[src/rtl/pc_seq_pkg.sv]
// ============================================================================
// Module   : pc_seq_pkg
// Purpose  : Shared next-PC mode encoding and default address constants.
// Revision : 1.0 - initial release
// ============================================================================
`default_nettype none

package pc_seq_pkg;

  typedef enum logic [2:0] {
    PS_HOLD = 3'b000,
    PS_INC  = 3'b001,
    PS_ABS  = 3'b010,
    PS_REL  = 3'b011,
    PS_CALL = 3'b100,
    PS_RET  = 3'b101
  } ps_mode_e;

  localparam logic [63:0] C_RESET_ADDR = 64'h0000_0000_8000_0000;
  localparam logic [63:0] C_EXC_VECTOR = 64'h0000_0000_8000_0200;

endpackage

`default_nettype wire

[src/rtl/pc_ras.sv]
// ============================================================================
// Module   : pc_ras
// Purpose  : Circular return-address LIFO; a push when full overwrites the
//            oldest entry.
// Revision : 1.0 - initial release
// ============================================================================
`default_nettype none

module pc_ras #(
  parameter int ADDR_W    = 64,
  parameter int RAS_DEPTH = 8
) (
  input  logic              clock,
  input  logic              reset,
  input  logic              push_i,
  input  logic              pop_i,
  input  logic [ADDR_W-1:0] data_i,
  output logic [ADDR_W-1:0] top_o,
  output logic              empty_o,
  output logic              full_o
);

  localparam int PTR_W = $clog2(RAS_DEPTH);
  localparam int CNT_W = PTR_W + 1;
  localparam logic [CNT_W-1:0] C_DEPTH = CNT_W'(RAS_DEPTH);

  logic [ADDR_W-1:0] mem_q [RAS_DEPTH];
  logic [PTR_W-1:0]  ptr_q;
  logic [CNT_W-1:0]  cnt_q;

  // ptr_q addresses the next free slot; the depth is a power of two so it wraps.
  always_ff @(posedge clock) begin
    if (reset) begin
      ptr_q <= '0;
      cnt_q <= '0;
    end else if (push_i) begin
      ptr_q <= ptr_q + PTR_W'(1);
      if (cnt_q != C_DEPTH) cnt_q <= cnt_q + CNT_W'(1);
    end else if (pop_i && (cnt_q != '0)) begin
      ptr_q <= ptr_q - PTR_W'(1);
      cnt_q <= cnt_q - CNT_W'(1);
    end
  end

  always_ff @(posedge clock) begin
    if (push_i && !reset) mem_q[ptr_q] <= data_i;
  end

  assign top_o   = mem_q[ptr_q - PTR_W'(1)];
  assign empty_o = (cnt_q == '0);
  assign full_o  = (cnt_q == C_DEPTH);

endmodule

`default_nettype wire

[src/rtl/pc_sequencer.sv]
// ============================================================================
// Module   : pc_sequencer
// Purpose  : Fetch-stage program counter with six next-PC modes, exception
//            redirect, stall and misalignment flag. Optional RAS: PC_SEQ_RAS_EN.
// Revision : 1.0 - initial release
// ============================================================================
`default_nettype none

module pc_sequencer
  import pc_seq_pkg::*;
#(
  parameter int              ADDR_W     = 64,
  parameter logic [ADDR_W-1:0] RESET_ADDR = ADDR_W'(C_RESET_ADDR),
  parameter logic [ADDR_W-1:0] EXC_VECTOR = ADDR_W'(C_EXC_VECTOR),
  parameter int              INSN_SHIFT = 2,
  parameter int              RAS_DEPTH  = 8
) (
  input  logic              clock,
  input  logic              reset,
  input  logic              stall,
  input  logic              exc_valid,
  input  logic [2:0]        PS,
  input  logic [ADDR_W-1:0] in,
  output logic [ADDR_W-1:0] out,
  output logic              misalign,
  output logic              ras_empty,
  output logic              ras_underflow
);

  localparam logic [ADDR_W-1:0] C_INC        = ADDR_W'(1) << INSN_SHIFT;
  localparam logic [ADDR_W-1:0] C_ALIGN_MASK = C_INC - ADDR_W'(1);

  logic [ADDR_W-1:0] pc_q, pc_d;
  logic              mis_q, mis_d;
  logic              unf_d;
  logic              push, pop;
  logic              rs_empty;
  logic [ADDR_W-1:0] rs_top;

  logic [ADDR_W-1:0] pc_inc, pc_rel, abs_tgt;
  logic              abs_mis;

  assign pc_inc  = pc_q + C_INC;
  assign pc_rel  = pc_q + (in << INSN_SHIFT);
  assign abs_tgt = in & ~C_ALIGN_MASK;
  assign abs_mis = |(in & C_ALIGN_MASK);

  always_comb begin
    pc_d  = pc_q;
    mis_d = 1'b0;
    unf_d = 1'b0;
    push  = 1'b0;
    pop   = 1'b0;
    if (exc_valid) begin
      pc_d = EXC_VECTOR;
    end else if (!stall) begin
      case (PS)
        PS_INC:  pc_d = pc_inc;
        PS_ABS: begin
          pc_d  = abs_tgt;
          mis_d = abs_mis;
        end
        PS_REL:  pc_d = pc_rel;
`ifdef PC_SEQ_RAS_EN
        PS_CALL: begin
          pc_d = pc_rel;
          push = 1'b1;
        end
        PS_RET: begin
          if (!rs_empty) begin
            pc_d = rs_top;
            pop  = 1'b1;
          end else begin
            pc_d  = abs_tgt;
            mis_d = abs_mis;
            unf_d = 1'b1;
          end
        end
`else
        PS_CALL: pc_d = pc_rel;
        PS_RET: begin
          pc_d  = abs_tgt;
          mis_d = abs_mis;
        end
`endif
        default: pc_d = pc_q;
      endcase
    end
  end

  always_ff @(posedge clock) begin
    if (reset) begin
      pc_q  <= RESET_ADDR;
      mis_q <= 1'b0;
    end else begin
      pc_q  <= pc_d;
      mis_q <= mis_d;
    end
  end

  assign out      = pc_q;
  assign misalign = mis_q;

`ifdef PC_SEQ_RAS_EN
  logic unf_q;
  logic unused_ras_full;

  always_ff @(posedge clock) begin
    if (reset) unf_q <= 1'b0;
    else       unf_q <= unf_d;
  end

  pc_ras #(
    .ADDR_W    (ADDR_W),
    .RAS_DEPTH (RAS_DEPTH)
  ) u_ras (
    .clock   (clock),
    .reset   (reset),
    .push_i  (push),
    .pop_i   (pop),
    .data_i  (pc_inc),
    .top_o   (rs_top),
    .empty_o (rs_empty),
    .full_o  (unused_ras_full)
  );

  assign ras_empty     = rs_empty;
  assign ras_underflow = unf_q;
`else
  // Without the RAS the push/pop strobes and underflow term have no consumer.
  logic unused_ras;
  assign unused_ras    = ^{push, pop, unf_d, RAS_DEPTH[0]};
  assign rs_empty      = 1'b1;
  assign rs_top        = '0;
  assign ras_empty     = 1'b1;
  assign ras_underflow = 1'b0;
`endif

endmodule

`default_nettype wire

[config.mk]
export PLATFORM = sky130hd
export DESIGN_NAME = pc_sequencer
export DESIGN_NICKNAME = d
export VERILOG_FILES = /design/src/rtl/pc_seq_pkg.sv /design/src/rtl/pc_ras.sv /design/src/rtl/pc_sequencer.sv
export SDC_FILE = /design/constraint.sdc
export NUM_CORES = 1
export LEC_CHECK = 0
export CAP_MARGIN = 20
export CORE_MARGIN = 2
export CORE_UTILIZATION = 53
export DETAILED_ROUTE_END_ITERATION = 7
export PLACE_DENSITY = 0.82
export SYNTH_ARGS = -nofsm -noshare
export SYNTH_HDL_FRONTEND = slang
export SYNTH_HIERARCHICAL = 1
export SYNTH_SLANG_ARGS = --single-unit
[constraint.sdc]
create_clock -name clock -period 5.85 [get_ports clock]
set_input_delay 1.17 -clock clock [delete_from_list [all_inputs] [get_ports clock]]
set_output_delay 1.17 -clock clock [all_outputs]
set_load 0.005 [all_outputs]
==> run summary, run 1 <==
Status: completed
Final Util: 67.5%
Synth top area share: 19.0%
Final Skew: 0.00672 ns
Htree depth: 3
Leak: 3.35 nW
GPL Wtd Cong: 0.989
Worst path bufs/invs: 2
Total track usage: 31.1%
Max Freq: 0.190 GHz
Worst Path Max Fanout: 31
Die height: 118 um
WL/cell: 17.6 um
Area added between synthesis and finish: 24.5%
Die ar.: 0.0138 mm2
Vias in the first global route: 7127
Power per Cell Area: 163 mW/mm2
Overall routed net length: 21600 um
Post-synth EDFFs: 0
Async SR Flop Fraction: 0%
Root Buffer: clkbuf_16
RSZ-0062 raised after global routing: no
Max-cap violations: 0
Final setup violation count: 0
Setup Fix Bufs, Post-CTS: 0
Post-DP HPWL: 15900 um
Crit path cell chain: clkdlybuf4s50_1 > nand2_1 > o21ai_4 > buf_4 > and2_1 > ha_1 > a21oi_1 > o21ai_0 > a221oi_1 > o211ai_1 > o21a_1 > a221oi_4 > o221ai_2 > a221o_1 > nand3b_1 > and3_1
R2R Path Start: out[2]
Mean Syn Cell Area: 7.09 um2
Vias/cell: 6.28
Seq pwr share: 34.3%
Longest Clk Path Bufs: 2
Largest family of logic cells by synthesized area: compound AO/OA/AOI/OAI gates
IO Pins: 138
Net load switching power: 0.439 mW
Setup CP Type: input pin to flip-flop
GRT overflow: 0
Share of cells above drive strength 1: 5.03%
Antenna violations before repair: 0
Mapped Cells: 966
Hold Fails Final Rpt: 0
Synthesized Nets: 1099
Max-slew violations: 0
Worst setup SP type: input pin
DRT iter0 DRCs: 734
Worst EP required: 6.09 ns
Critical path's largest stage delay: 0.70 ns
CP Data Arrival Time: 5.50 ns
Clk pin slew, worst setup/hold paths: 0.06 ns
Adder-Cell Fraction of Synth Area: 11.4%
First-pass GRT wire length: 35900 um
Post-synth cell types: 71
Chip Width: 118 um
Core ar.: 0.0126 mm2
Seq cells post-synth: 65
Met2 usage: 48.7%
Clock power share: 37.7%
Final net count: 1183
Largest net degree at the start of global routing: 62
Detailed-route DRC error count: 0
Final antenna-violating net count: 0
Origin of the worst setup path: PS[1]
Synth warn: 6
Crit path max-delay family: compound AO/OA/AOI/OAI gates
M1 GR Usage: 42.6%
Worst slew pin tran: 0.991 ns
Cts repair resizes: 0
I/O Buffers: 135
TritonCTS buffer count: 9
Xor/xnor cell area share of the yosys netlist: 6.40%
Worst min path class: flip-flop to flip-flop
Comb power frac: 28.0%
Later-pin clock latency in the skew report: 0.35 ns
Via Count: 7701
Site row count: 41
Switch share: 31.7%
CP max stage cell: clkdlybuf4s50_1
Worst vdd ir: 0.111 mV
Most used DFF post-synth: dfxtp_1
Starting Density: 54.3%
Register area share after synthesis: 19.0%
Post-synthesis compound-gate area fraction: 31.3%
Crit share post-route: 89.9%
Simple-gate area share of the yosys netlist: 26.3%
TNS Setup: 0 ns
Met3 GRT Util: 4.07%
Hold slack: 0.476 ns
TritonCTS clock tree: yes
Slew HR: 34.0%
Hold Crit Start: out[1]
Ant. Diodes: 0
Hold_buf cts: 0
Most Crowded Layer GR: met2
Multiplexer share of the synthesized area: 0.311%
Top cells by area, synth: dfxtp_1, ha_1, a21oi_1
Internal: 0.947 mW
Netlist Area Pre-Place: 0.00685 mm2
Worst setup EP type: flip-flop
Min Clock Period, post-route: 5.26 ns
Drt first pass iters: 6
Post-synth top area cell: dfxtp_1
Clock sink count: 65
[power by group through the flow]
stage	clock [mW]	sequential (mW)	combinational (mW)
CTS	0.530	0.475	0.382
global route	0.549	0.477	0.422
finish	0.522	0.475	0.388
floorplan	0	0.482	0.231
detailed placement	0	0.484	0.379
global placement	0	0.484	0.376
[worst paths after layout]
kind | end | slack (ns) | cells past startpoint
worst max register to register | out[60] | 2.37 | 12
worst min-delay path | out[1] | 0.48 | 1
worst min register to register | out[1] | 0.48 | 1
worst max-delay path | out[63] | 0.59 | 16
[logic make-up after synthesis]
group           after synthesis
simple gates                366
compound gates              331
buf+inv                      88
flops                        65
fa+ha+maj                    62
xor+xnor                     50
other cells                   2
mux                           2
[routing by layer]
metal	share of wire, %	routed length [um]	up-vias
met4	3.2	688	0
met2	45	9630	387
met1	45	9640	3576
met5	0	0	-
li1	-	-	3683
met3	7.6	1640	55
[placed cells by master, fill, tap and decap left out, types with 26 or more instances in the layout]
cell type / synthesis / routed
clkdlybuf4s50_1: 0 / 135
o21ai_0: 62 / 62
xnor2_1: 37 / 37
dfxtp_1: 65 / 65
nor2_1: 65 / 65
a21oi_1: 118 / 118
nand2_1: 128 / 128
nand4_1: 26 / 26
ha_1: 61 / 61
and2_1: 62 / 62
[stage by stage]
step | total power, mW | cells | setup slack, ns | area, um2
after global routing | 1.45 | 1226 | 0.337 | 8520
after detailed placement | 0.863 | 1211 | 0.400 | 8240
final | 1.39 | 1226 | 0.592 | 8520
after CTS | 1.39 | 1226 | 0.740 | 8520
after global placement | 0.860 | 1211 | 0.437 | 8240
after floorplan | 0.713 | 966 | 1.13 | 6850
[area by class of cell]
class,instances,area (um2)
multi-input cells,813,5230
fillers,1165,4100
repair buffers,147,1440
flip-flops and latches,65,1300
clock buffers,12,267
well taps,172,215
inverters,14,52.6
clock inverters,3,15.0
[sequential cells by signal, indices dropped and copies added (netlist names)]
register,cells
misalign,1
out,64
[Yosys cell counts, drive strengths merged (7+ instances only)]
cell	instances
nor3	13
a21o	23
xnor2	37
ha	61
o21ai	67
a21oi	119
or3	8
nand3	24
clkbuf	55
a211oi	10
o21bai	14
o21a	7
inv	13
a31oi	22
nand2	129
a311oi	20
and3	14
and2	62
xor2	13
o211ai	13
nand4	26
or2	7
nor2	65
buf	19
dfxtp	65
(Power assumes the default switching activity.)
==> inputs of run 2 (changes only) <==
--- a/config.mk
+++ b/config.mk
@@ -12,5 +12,4 @@
 export PLACE_DENSITY = 0.82
 export SYNTH_ARGS = -nofsm -noshare
 export SYNTH_HDL_FRONTEND = slang
-export SYNTH_HIERARCHICAL = 1
 export SYNTH_SLANG_ARGS = --single-unit
==> results of run 2 <==
No change in the layout: final DEF, timing and power equal those of run 1.
Among the figures that moved: Yosys warning count 6 -> 0
==> inputs of run 3 (changes only) <==
--- a/config.mk
+++ b/config.mk
@@ -13,3 +13,4 @@
 export SYNTH_ARGS = -nofsm -noshare
 export SYNTH_HDL_FRONTEND = slang
 export SYNTH_SLANG_ARGS = --single-unit
+export TNS_END_PERCENT = 50
==> results of run 3 <==
No change in the layout: final DEF, timing and power equal those of run 1.
Among the figures that moved: Yosys warning count 6 -> 0
